$ cat src/rtl/axi_sram_arbiter_pkg.sv
// +--------------------------------------------------------------------------+
// | axi_sram_arbiter_pkg : shared types/constants for the 2:1 AXI-Lite arbiter|
// | Revision: 1.0                                                            |
// +--------------------------------------------------------------------------+
`default_nettype none

package axi_sram_arbiter_pkg;

  localparam logic [1:0] C_RESP_OKAY   = 2'b00;
  localparam logic [1:0] C_RESP_SLVERR = 2'b10;
  localparam int         C_STRB_WIDTH  = 4;

  typedef enum logic [2:0] {
    ST_IDLE    = 3'd0,
    ST_WR_REQ  = 3'd1,
    ST_WR_RESP = 3'd2,
    ST_RD_ADDR = 3'd3,
    ST_RD_DATA = 3'd4
  } arb_state_e;

endpackage

`default_nettype wire

$ cat src/rtl/axi_sram_arbiter_rr.sv
// +--------------------------------------------------------------------------+
// | axi_sram_arbiter_rr : two-way round-robin picker owning the rr pointer   |
// | Revision: 1.0                                                            |
// +--------------------------------------------------------------------------+
`default_nettype none

module axi_sram_arbiter_rr (
  input  logic       axi_aclk,
  input  logic       axi_aresetn,
  input  logic [1:0] req,
  input  logic       advance,
  output logic       grant,
  output logic       valid
);

  logic r_ptr;

  assign valid = |req;
  // On contention the pointer decides; otherwise the lone requester wins.
  assign grant = (&req) ? r_ptr : req[1];

  always_ff @(posedge axi_aclk or negedge axi_aresetn) begin
    if (!axi_aresetn) begin
      r_ptr <= 1'b0;
    end else if (advance && valid) begin
      r_ptr <= ~grant;
    end
  end

endmodule

`default_nettype wire

$ cat src/rtl/axi_sram_arbiter.sv
// +--------------------------------------------------------------------------+
// | axi_sram_arbiter : 2:1 AXI-Lite arbiter in front of the SRAM controller  |
// | Revision: 1.0                                                            |
// +--------------------------------------------------------------------------+
`default_nettype none

module axi_sram_arbiter
  import axi_sram_arbiter_pkg::*;
#(
  parameter int AXI_ADDR_WIDTH = 20,
  parameter int AXI_DATA_WIDTH = 16
) (
  input  logic                      axi_aclk,
  input  logic                      axi_aresetn,
  // requester 0
  input  logic [AXI_ADDR_WIDTH-1:0] s0_axi_awaddr,
  input  logic                      s0_axi_awvalid,
  output logic                      s0_axi_awready,
  input  logic [AXI_DATA_WIDTH-1:0] s0_axi_wdata,
  input  logic [C_STRB_WIDTH-1:0]   s0_axi_wstrb,
  input  logic                      s0_axi_wvalid,
  output logic                      s0_axi_wready,
  output logic [1:0]                s0_axi_bresp,
  output logic                      s0_axi_bvalid,
  input  logic                      s0_axi_bready,
  input  logic [AXI_ADDR_WIDTH-1:0] s0_axi_araddr,
  input  logic                      s0_axi_arvalid,
  output logic                      s0_axi_arready,
  output logic [AXI_DATA_WIDTH-1:0] s0_axi_rdata,
  output logic [1:0]                s0_axi_rresp,
  output logic                      s0_axi_rvalid,
  input  logic                      s0_axi_rready,
  // requester 1
  input  logic [AXI_ADDR_WIDTH-1:0] s1_axi_awaddr,
  input  logic                      s1_axi_awvalid,
  output logic                      s1_axi_awready,
  input  logic [AXI_DATA_WIDTH-1:0] s1_axi_wdata,
  input  logic [C_STRB_WIDTH-1:0]   s1_axi_wstrb,
  input  logic                      s1_axi_wvalid,
  output logic                      s1_axi_wready,
  output logic [1:0]                s1_axi_bresp,
  output logic                      s1_axi_bvalid,
  input  logic                      s1_axi_bready,
  input  logic [AXI_ADDR_WIDTH-1:0] s1_axi_araddr,
  input  logic                      s1_axi_arvalid,
  output logic                      s1_axi_arready,
  output logic [AXI_DATA_WIDTH-1:0] s1_axi_rdata,
  output logic [1:0]                s1_axi_rresp,
  output logic                      s1_axi_rvalid,
  input  logic                      s1_axi_rready,
  // shared port towards the SRAM controller
  output logic [AXI_ADDR_WIDTH-1:0] m_axi_awaddr,
  output logic                      m_axi_awvalid,
  input  logic                      m_axi_awready,
  output logic [AXI_DATA_WIDTH-1:0] m_axi_wdata,
  output logic [C_STRB_WIDTH-1:0]   m_axi_wstrb,
  output logic                      m_axi_wvalid,
  input  logic                      m_axi_wready,
  input  logic [1:0]                m_axi_bresp,
  input  logic                      m_axi_bvalid,
  output logic                      m_axi_bready,
  output logic [AXI_ADDR_WIDTH-1:0] m_axi_araddr,
  output logic                      m_axi_arvalid,
  input  logic                      m_axi_arready,
  input  logic [AXI_DATA_WIDTH-1:0] m_axi_rdata,
  input  logic [1:0]                m_axi_rresp,
  input  logic                      m_axi_rvalid,
  output logic                      m_axi_rready,
  output logic                      arb_busy,
  output logic                      arb_grant
);

  arb_state_e r_state, w_state_nxt;
  logic       r_grant, w_grant_nxt;
  logic       r_aw_done, w_aw_done_nxt;
  logic       r_w_done, w_w_done_nxt;

  logic [1:0] w_req;
  logic [1:0] w_wreq;
  logic       w_arb_grant, w_arb_valid;
  logic       w_in_idle, w_in_wr_req, w_in_wr_resp, w_in_rd_addr, w_in_rd_data;
  logic       w_aw_hs, w_w_hs;
  logic       w_awready, w_wready, w_bvalid, w_arready, w_rvalid;

  logic [AXI_ADDR_WIDTH-1:0] w_g_awaddr, w_g_araddr;
  logic [AXI_DATA_WIDTH-1:0] w_g_wdata;
  logic [C_STRB_WIDTH-1:0]   w_g_wstrb;
  logic w_g_awvalid, w_g_wvalid, w_g_bready, w_g_arvalid, w_g_rready;

  // A write needs both AW and W presented; it outranks a read from the same side.
  assign w_wreq = {s1_axi_awvalid & s1_axi_wvalid, s0_axi_awvalid & s0_axi_wvalid};
  assign w_req  = {s1_axi_arvalid | w_wreq[1], s0_axi_arvalid | w_wreq[0]};

  axi_sram_arbiter_rr u_rr (
    .axi_aclk    (axi_aclk),
    .axi_aresetn (axi_aresetn),
    .req         (w_req),
    .advance     (w_in_idle),
    .grant       (w_arb_grant),
    .valid       (w_arb_valid)
  );

  assign w_in_idle    = (r_state == ST_IDLE);
  assign w_in_wr_req  = (r_state == ST_WR_REQ);
  assign w_in_wr_resp = (r_state == ST_WR_RESP);
  assign w_in_rd_addr = (r_state == ST_RD_ADDR);
  assign w_in_rd_data = (r_state == ST_RD_DATA);

  assign w_g_awaddr  = r_grant ? s1_axi_awaddr  : s0_axi_awaddr;
  assign w_g_awvalid = r_grant ? s1_axi_awvalid : s0_axi_awvalid;
  assign w_g_wdata   = r_grant ? s1_axi_wdata   : s0_axi_wdata;
  assign w_g_wstrb   = r_grant ? s1_axi_wstrb   : s0_axi_wstrb;
  assign w_g_wvalid  = r_grant ? s1_axi_wvalid  : s0_axi_wvalid;
  assign w_g_bready  = r_grant ? s1_axi_bready  : s0_axi_bready;
  assign w_g_araddr  = r_grant ? s1_axi_araddr  : s0_axi_araddr;
  assign w_g_arvalid = r_grant ? s1_axi_arvalid : s0_axi_arvalid;
  assign w_g_rready  = r_grant ? s1_axi_rready  : s0_axi_rready;

  assign m_axi_awaddr  = w_g_awaddr;
  assign m_axi_wdata   = w_g_wdata;
  assign m_axi_wstrb   = w_g_wstrb;
  assign m_axi_araddr  = w_g_araddr;
  // An accepted AW or W is masked so it is never presented twice.
  assign m_axi_awvalid = w_in_wr_req & ~r_aw_done & w_g_awvalid;
  assign m_axi_wvalid  = w_in_wr_req & ~r_w_done & w_g_wvalid;
  assign m_axi_bready  = w_in_wr_resp & w_g_bready;
  assign m_axi_arvalid = w_in_rd_addr & w_g_arvalid;
  assign m_axi_rready  = w_in_rd_data & w_g_rready;

  assign w_awready = w_in_wr_req & ~r_aw_done & m_axi_awready;
  assign w_wready  = w_in_wr_req & ~r_w_done & m_axi_wready;
  assign w_bvalid  = w_in_wr_resp & m_axi_bvalid;
  assign w_arready = w_in_rd_addr & m_axi_arready;
  assign w_rvalid  = w_in_rd_data & m_axi_rvalid;

  assign s0_axi_awready = w_awready & ~r_grant;
  assign s0_axi_wready  = w_wready  & ~r_grant;
  assign s0_axi_bvalid  = w_bvalid  & ~r_grant;
  assign s0_axi_arready = w_arready & ~r_grant;
  assign s0_axi_rvalid  = w_rvalid  & ~r_grant;
  assign s1_axi_awready = w_awready &  r_grant;
  assign s1_axi_wready  = w_wready  &  r_grant;
  assign s1_axi_bvalid  = w_bvalid  &  r_grant;
  assign s1_axi_arready = w_arready &  r_grant;
  assign s1_axi_rvalid  = w_rvalid  &  r_grant;

  assign s0_axi_bresp = m_axi_bresp;
  assign s1_axi_bresp = m_axi_bresp;
  assign s0_axi_rdata = m_axi_rdata;
  assign s1_axi_rdata = m_axi_rdata;
  assign s0_axi_rresp = m_axi_rresp;
  assign s1_axi_rresp = m_axi_rresp;

  assign w_aw_hs = m_axi_awvalid & m_axi_awready;
  assign w_w_hs  = m_axi_wvalid & m_axi_wready;

  assign arb_busy  = ~w_in_idle;
  assign arb_grant = r_grant;

  always_comb begin
    w_state_nxt   = r_state;
    w_grant_nxt   = r_grant;
    w_aw_done_nxt = r_aw_done;
    w_w_done_nxt  = r_w_done;
    case (r_state)
      ST_IDLE: begin
        if (w_arb_valid) begin
          w_grant_nxt   = w_arb_grant;
          w_state_nxt   = w_wreq[w_arb_grant] ? ST_WR_REQ : ST_RD_ADDR;
          w_aw_done_nxt = 1'b0;
          w_w_done_nxt  = 1'b0;
        end
      end
      ST_WR_REQ: begin
        if ((r_aw_done | w_aw_hs) && (r_w_done | w_w_hs)) begin
          w_state_nxt   = ST_WR_RESP;
          w_aw_done_nxt = 1'b0;
          w_w_done_nxt  = 1'b0;
        end else begin
          w_aw_done_nxt = r_aw_done | w_aw_hs;
          w_w_done_nxt  = r_w_done | w_w_hs;
        end
      end
      ST_WR_RESP: if (m_axi_bvalid && m_axi_bready) w_state_nxt = ST_IDLE;
      ST_RD_ADDR: if (m_axi_arvalid && m_axi_arready) w_state_nxt = ST_RD_DATA;
      ST_RD_DATA: if (m_axi_rvalid && m_axi_rready) w_state_nxt = ST_IDLE;
      default:    w_state_nxt = ST_IDLE;
    endcase
  end

  always_ff @(posedge axi_aclk or negedge axi_aresetn) begin
    if (!axi_aresetn) begin
      r_state   <= ST_IDLE;
      r_grant   <= 1'b0;
      r_aw_done <= 1'b0;
      r_w_done  <= 1'b0;
    end else begin
      r_state   <= w_state_nxt;
      r_grant   <= w_grant_nxt;
      r_aw_done <= w_aw_done_nxt;
      r_w_done  <= w_w_done_nxt;
    end
  end

endmodule

`default_nettype wire

$ cat config.mk
export PLATFORM = sky130hd
export DESIGN_NAME = axi_sram_arbiter
export DESIGN_NICKNAME = d
export VERILOG_FILES = /design/src/rtl/axi_sram_arbiter_pkg.sv /design/src/rtl/axi_sram_arbiter_rr.sv /design/src/rtl/axi_sram_arbiter.sv
export SDC_FILE = /design/constraint.sdc
export NUM_CORES = 1
export LEC_CHECK = 0
export CAP_MARGIN = 20
export CORE_AREA = 2 2 107 109
export DETAILED_ROUTE_END_ITERATION = 10
export DIE_AREA = 0 0 109 111
export SETUP_SLACK_MARGIN = 0.4
export SLEW_MARGIN = 25
export SYNTH_ARGS = -nofsm -noshare
export SYNTH_HDL_FRONTEND = slang
export SYNTH_HIERARCHICAL = 1
export SYNTH_SLANG_ARGS = --single-unit
$ cat constraint.sdc
create_clock -name axi_aclk -period 2 [get_ports axi_aclk]
set_input_delay 0.4 -clock axi_aclk [delete_from_list [all_inputs] [get_ports axi_aclk]]
set_output_delay 0.4 -clock axi_aclk [all_outputs]
set_load 0.1 [all_outputs]
==> impl_metrics.json <==
{
  "flow.area_growth_from_synthesis_pct": 234,
  "cts_root_buffer": "sky130_fd_sc_hd__clkbuf_16",
  "drv_slew": 0,
  "timing_worst_setup_path_type": "reg -> out",
  "met3_usage_pct": 5.00,
  "swShare_pct": 54.0,
  "seq_power_share_pct": 3.4,
  "fp-row-count": 39,
  "fill_cells": 956,
  "nets": 559,
  "insertion_delay_ps": 230,
  "syn-cell-area_mm2": 0.00164,
  "power.clock.fraction_pct": 3.6,
  "post_drt_wl_per_cell_um": 17.3,
  "critPathRequiredTime_ps": 1600,
  "cts_tree": "built",
  "grt_first_pass_wirelength_mm": 13.0,
  "layout-drive-gt1-share_pct": 59.9,
  "critPathLaunchType": "register",
  "failed_checks": "negative setup slack",
  "horizontal_extent_of_the_die_um": 109,
  "seq_area_frac_synth_pct": 10.7,
  "antenna_found_initial": 2,
  "core_mm2": 0.0111,
  "reg2regPathDepth": 9,
  "synth_flop_cell": "sky130_fd_sc_hd__dfrtp_1",
  "grt_max_degree": 18,
  "p_leak_nw": 2.40,
  "p_int_mw": 4.36,
  "drv_cap": 0,
  "grt.met2_usage_pct": 26.8,
  "final-setup-viol-count": 2,
  "grt_overall_usage_pct": 14.2,
  "synthesis.yosys.warnings": 6,
  "worstSetupEndpointType": "primary output",
  "finalClockSkew_ps": 0.199,
  "clock.fmax_ghz": 0.496,
  "setup_slack_ps": -15.9,
  "comb_power_share_pct": 93.0,
  "place_worst_setup_slack_ps": -356,
  "detail_route.vias_per_cell": 4.07,
  "total_die_area_mm2": 0.0121,
  "fin_crit_ps": 2020,
  "number_of_iterations_in_the_first_detailed_routing_pass": 4,
  "finalHoldWorstSlack_ps": 459,
  "vdd_drop_max_mv": 1.12,
  "cellPowerDensity_mw_per_mm2": 1730,
  "path_clk_slew_ps": 40,
  "clock_sink_count": 7,
  "post_synth_edffs": 0,
  "hold_viol": 0,
  "drc_violation_count_after_routing": 0,
  "gr_peak_layer": "met2",
  "footprint_of_the_multi_input_gates_mm2": 0.00157,
  "utilization_pct": 49.4,
  "postSynthNetCount": 345,
  "syn_inst": 188,
  "ctsLongestPathBuffers": 2,
  "p_sw_mw": 5.12,
  "maxSlewHeadroom_pct": 74.3,
  "pin_count": 274,
  "number_of_global_route_vias_before_repair": 2264,
  "syn_area_per_cell_um2": 8.72,
  "globalRoute.totalOverflow": 0,
  "postSynthRegisterBits": 7,
  "ff2ff_setup_slack_ps": 20,
  "crit-reg2reg-capture": "r_state[0]",
  "port_buffers": 213,
  "detailedRoute.firstIterationViolations": 39,
  "reg2reg_from": "arb_grant",
  "tritoncts_buffer_count": 3,
  "detailroute.via_count": 2220,
  "post-route-period-util_pct": 101,
  "dp.final_hpwl_mm": 7.69,
  "ctsHtreeMaxLevel": 1,
  "outcome": "finished, violations left",
  "route.antenna.remaining_nets": 0,
  "min-delay-path-class": "in -> async",
  "gp_congestion": 0.814,
  "drt-total-wl_mm": 9.43,
  "initial_utilization_pct": 14.8,
  "crit_fanout": 4,
  "register_area_um2": 183,
  "die_height_um": 111,
  "gr-usage-met1_pct": 15.1,
  "synthArstFlopShare_pct": 100,
  "cp.arrival_ps": 1620,
  "tightestPinTransition_ps": 384,
  "rsz0062_at_grt": "true",
  "synth.lib_cells_used.distinct": 29
}
-- power groups by stage --
| stage | logic, mW | registers, mW | clock network, mW |
|---|---|---|---|
| 3_5_place_dp | 7.73 | 0.347 | 0 |
| 3_3_place_gp | 7.69 | 0.343 | 0 |
| 2_1_floorplan | 5.49 | 0.312 | 0 |
| 6_report | 8.81 | 0.322 | 0.343 |
| 4_1_cts | 8.62 | 0.323 | 0.344 |
| 5_1_grt | 9.06 | 0.331 | 0.356 |
-- worst max path at each step --
stage | from | to | slack (ps)
6_report | arb_grant | m_axi_wvalid | -20
2_1_floorplan | arb_grant | m_axi_arvalid | -120
5_1_grt | arb_grant | r_state[0] | -50
3_5_place_dp | s1_axi_arvalid | arb_grant | -360
4_1_cts | arb_grant | m_axi_arvalid | -5
3_3_place_gp | s1_axi_arvalid | arb_grant | -300
-- routing by layer --
layer,vias up,share of wire [%]
met4,2,0.47
met1,1037,35
met5,-,0.14
met2,118,54
li1,1051,-
met3,12,11
-- metrics by stage --
stage               instance area (µm²)  TNS [ps]  std cells  power (mW)
floorplan                          2000      -125        188        5.81
global placement                   4870      -801        512        8.04
detailed placement                 4870      -954        512        8.07
CTS                                5330     -7.73        533        9.28
global route                       5470      -224        544        9.75
finish                             5470     -27.2        545        9.47
-- cell usage in the layout, fill, tap and decap left out, types with 2 or more instances in the layout --
cell                              Yosys  final
sky130_fd_sc_hd__clkdlybuf4s50_1      0    129
sky130_fd_sc_hd__buf_12               0     80
sky130_fd_sc_hd__mux2_4               0     64
sky130_fd_sc_hd__buf_4               40     19
sky130_fd_sc_hd__buf_6                1     18
sky130_fd_sc_hd__nand2_2              0      6
sky130_fd_sc_hd__nor2_4               0      6
sky130_fd_sc_hd__and3_4               0      5
sky130_fd_sc_hd__buf_2                3      5
sky130_fd_sc_hd__nand2_1             10      4
sky130_fd_sc_hd__o21ai_0              7      4
sky130_fd_sc_hd__clkbuf_16            0      4
sky130_fd_sc_hd__buf_16               0      4
sky130_fd_sc_hd__and2_4               0      3
sky130_fd_sc_hd__o21ai_1              1      3
sky130_fd_sc_hd__dfrtp_1              7      3
sky130_fd_sc_hd__dfrtp_2              0      3
sky130_fd_sc_hd__nor3_4               0      2
sky130_fd_sc_hd__a21o_1               2      2
sky130_fd_sc_hd__nor4b_4              0      2
sky130_fd_sc_hd__mux2i_4              0      2
sky130_fd_sc_hd__nor3b_4              0      2
sky130_fd_sc_hd__inv_1                3      2
sky130_fd_sc_hd__a21boi_4             0      2
sky130_fd_sc_hd__nand3_2              0      2
sky130_fd_sc_hd__a21oi_1              2      2
sky130_fd_sc_hd__buf_8                0      2
-- critical path, stage by stage (launching register included) --
cell and delay (ps):
sky130_fd_sc_hd__dfrtp_4 500, sky130_fd_sc_hd__buf_12 150, sky130_fd_sc_hd__buf_12 120, sky130_fd_sc_hd__mux2_2 300
sky130_fd_sc_hd__and2_4 160, sky130_fd_sc_hd__buf_12 160
-- cells in the mapped netlist (all sizes together) (2+ instances only) --
| library cell | count | area, µm² |
|---|---|---|
| nor3b | 2 | 15.0 |
| nor2 | 8 | 30.0 |
| buf | 44 | 327 |
| a21o | 2 | 15.0 |
| nand2 | 10 | 37.5 |
| mux2i | 2 | 20.0 |
| and3 | 6 | 37.5 |
| clkbuf | 7 | 26.3 |
| a21oi | 2 | 10.0 |
| nor3 | 3 | 15.0 |
| o21ai | 8 | 40.0 |
| and2 | 3 | 18.8 |
| nor4b | 2 | 30.0 |
| mux2 | 65 | 732 |
| dfrtp | 7 | 175 |
| a21boi | 4 | 30.0 |
| inv | 3 | 11.3 |
| nand3 | 3 | 15.0 |
-- layout make-up --
cell class                      instances  area share (%)
Antenna cell                            1          0.0457
Clock buffer                            4            1.44
Inverter                                3           0.206
Multi-Input combinational cell        127            28.7
Sequential cell                         7            3.34
Tap cell                              143            3.27
Timing Repair Buffer                  260            63.0
-- what timing repair did --
action,in CTS,in global routing
pin swaps,22,12
resized for setup,72,13
setup endpoints to repair,80,82
hold buffers,0,0
gates cloned,2,1
buffers inserted,15,10
-- registers in the layout (all words and copies together), names as in the netlist --
signal,flops
arb_grant,1
r_aw_done,1
r_state,3
r_w_done,1
u_rr/r_ptr,1
-- cells by family (layout without fill, tap and decap cells) --
| group | after synthesis | in the layout | synth area share (%) |
|---|---|---|---|
| AO/OA/AOI/OAI | 19 | 19 | 7.48 |
| other | 0 | 1 | 0 |
| flip-flops | 7 | 7 | 10.7 |
| AND/OR/NAND/NOR | 41 | 41 | 13.7 |
| multiplexers | 67 | 67 | 45.9 |
| buffers and inverters | 54 | 267 | 22.2 |
No activity file was read; power rests on OpenSTA's default activity.
==> edit: new RTL, config.mk and constraints unchanged <==
Encoding of `arb_state_e`: now one-hot (5 bits for 5 states).
--- a/src/rtl/axi_sram_arbiter_pkg.sv
+++ b/src/rtl/axi_sram_arbiter_pkg.sv
@@ -12,8 +12,8 @@
 
-  typedef enum logic [2:0] {
-    ST_IDLE    = 3'd0,
-    ST_WR_REQ  = 3'd1,
-    ST_WR_RESP = 3'd2,
-    ST_RD_ADDR = 3'd3,
-    ST_RD_DATA = 3'd4
+  typedef enum logic [4:0] {
+    ST_IDLE    = 5'b00001,
+    ST_WR_REQ  = 5'b00010,
+    ST_WR_RESP = 5'b00100,
+    ST_RD_ADDR = 5'b01000,
+    ST_RD_DATA = 5'b10000
   } arb_state_e;
Formal check against the unedited RTL: same outputs for any inputs over 10 cycles, from zero or initial values and one cycle with axi_aresetn low; not proved beyond that.
==> edit against the unedited design <==
  * The flow still finishes with violations (negative setup slack)
  * Synthesized area increased by 6.5%
  * First-iteration DRC count up 31%
  * Wire length down 0.80%
  * Critical path depth stayed put
  * Design area is 2.2% higher
  * Sequential cell count is 2 higher
  * Setup slack got worse by 0.080 ns
  * Total power decreased by 4.7%
  * Hold slack better by 0.012 ns
  * Global-route usage fell by 0.34 points
  * Non-clock buffer count decreased by 5
==> edit: results <==
metrics = {
    "detailed_routing": {
        "drt-vias-per-instance": 4.145,
        "met1_length_mm": 3.371,
        "drt-total-wl_mm": 9.358,
        "met2_length_mm": 4.933,
        "drt_iter0_markers": 51,
        "route.detailed.wl_per_inst_um": 17.36,
        "route.met3.wl_um": 939,
    },
    "grt": {
        "grt_pass1_wl_mm": 12.99,
        "grt_use_total_pct": 13.83,
        "antenna_found_initial": 0,
        "grt_pass1_vias": 2307,
        "grtUsageMet1_pct": 15.30,
        "grt_max_degree": 13,
        "met3_usage_pct": 4.174,
    },
    "run_status": {
        "failed_checks": "negative setup slack",
        "outcome": "complete, but fails checks",
    },
    "yosys": {
        "syn_area_per_cell_um2": 9.384,
        "syn-num-nets": 343,
        "synth_cell_types": 39,
        "seq_area_frac_synth_pct": 12.97,
        "synthTopCellsByCount": "mux2_1 (51), buf_4 (43), mux2_2 (11)",
    },
    "timing": {
        "setup_ws_ns": -0.09555,
        "finalSetupViolCount": 55,
        "maxSlewHeadroom_pct": 71.82,
    },
    "placed_design": {
        "pre_cts_ws_ns": 0.06960,
        "dp_hpwl_mm": 7.221,
        "dp.cells": 503,
    },
    "worst_setup_path": {
        "cp_slowest_cell": "dfrtp_1",
        "critical_path.top_delay_family": "simple AND/OR/NAND/NOR gates",
        "critPathArrivalTime_ns": 1.70,
        "r2r-end": "r_aw_done$_DFFE_PN0P_",
        "reg2regPathDepth": 5,
    },
    "cells_and_area": {
        "clk_share_pct": 1.409,
        "multi_input_cells": 124,
        "multi_input_area_um2": 1584,
        "drive_gt1_share_pct": 55.81,
        "seq-cell-share_pct": 4.115,
        "n_antenna_cell": 0,
        "num-fill-cells": 942,
        "inverters": 4,
    },
    "cts": {
        "clkSinkCount": 9,
        "postCtsSetupBuffers": 18,
    },
    "power": {
        "power_leakage_nw": 2.437,
        "peakVddDrop_v": 0.0009400,
    },
}
==> edit: report_power, final <==
group	internal [mW]	leakage, nW	switching (mW)
Sequential	0.259	0.114	0.160
Clock	0.266	0.0382	0.0845
Combinational	3.70	2.28	4.56
Total	4.22	2.44	4.81
==> edit: cell families after synthesis <==
kind of cell,synth area share (%)
buffers and inverters,21.43
xor gates and xnor gates,0.5019
DFF,12.98
and+or+nand+nor,14.12
AOI/OAI and AO/OA,8.100
muxes,42.87
==> edit: through the flow <==
| stage | instance area, µm² | hold WS [ns] | util (%) | setup TNS (ns) |
|---|---|---|---|---|
| after floorplan | 2061 | 0.1044 | - | -4.438 |
| after global placement | 4911 | 0.4879 | 44.34 | 0 |
| after detailed placement | 4911 | 0.4972 | 44.34 | 0 |
| after CTS | 5410 | 0.4755 | 48.84 | -1.397 |
| after global routing | 5594 | 0.5047 | 50.50 | -4.134 |
| final | 5594 | 0.4710 | 50.50 | -1.993 |
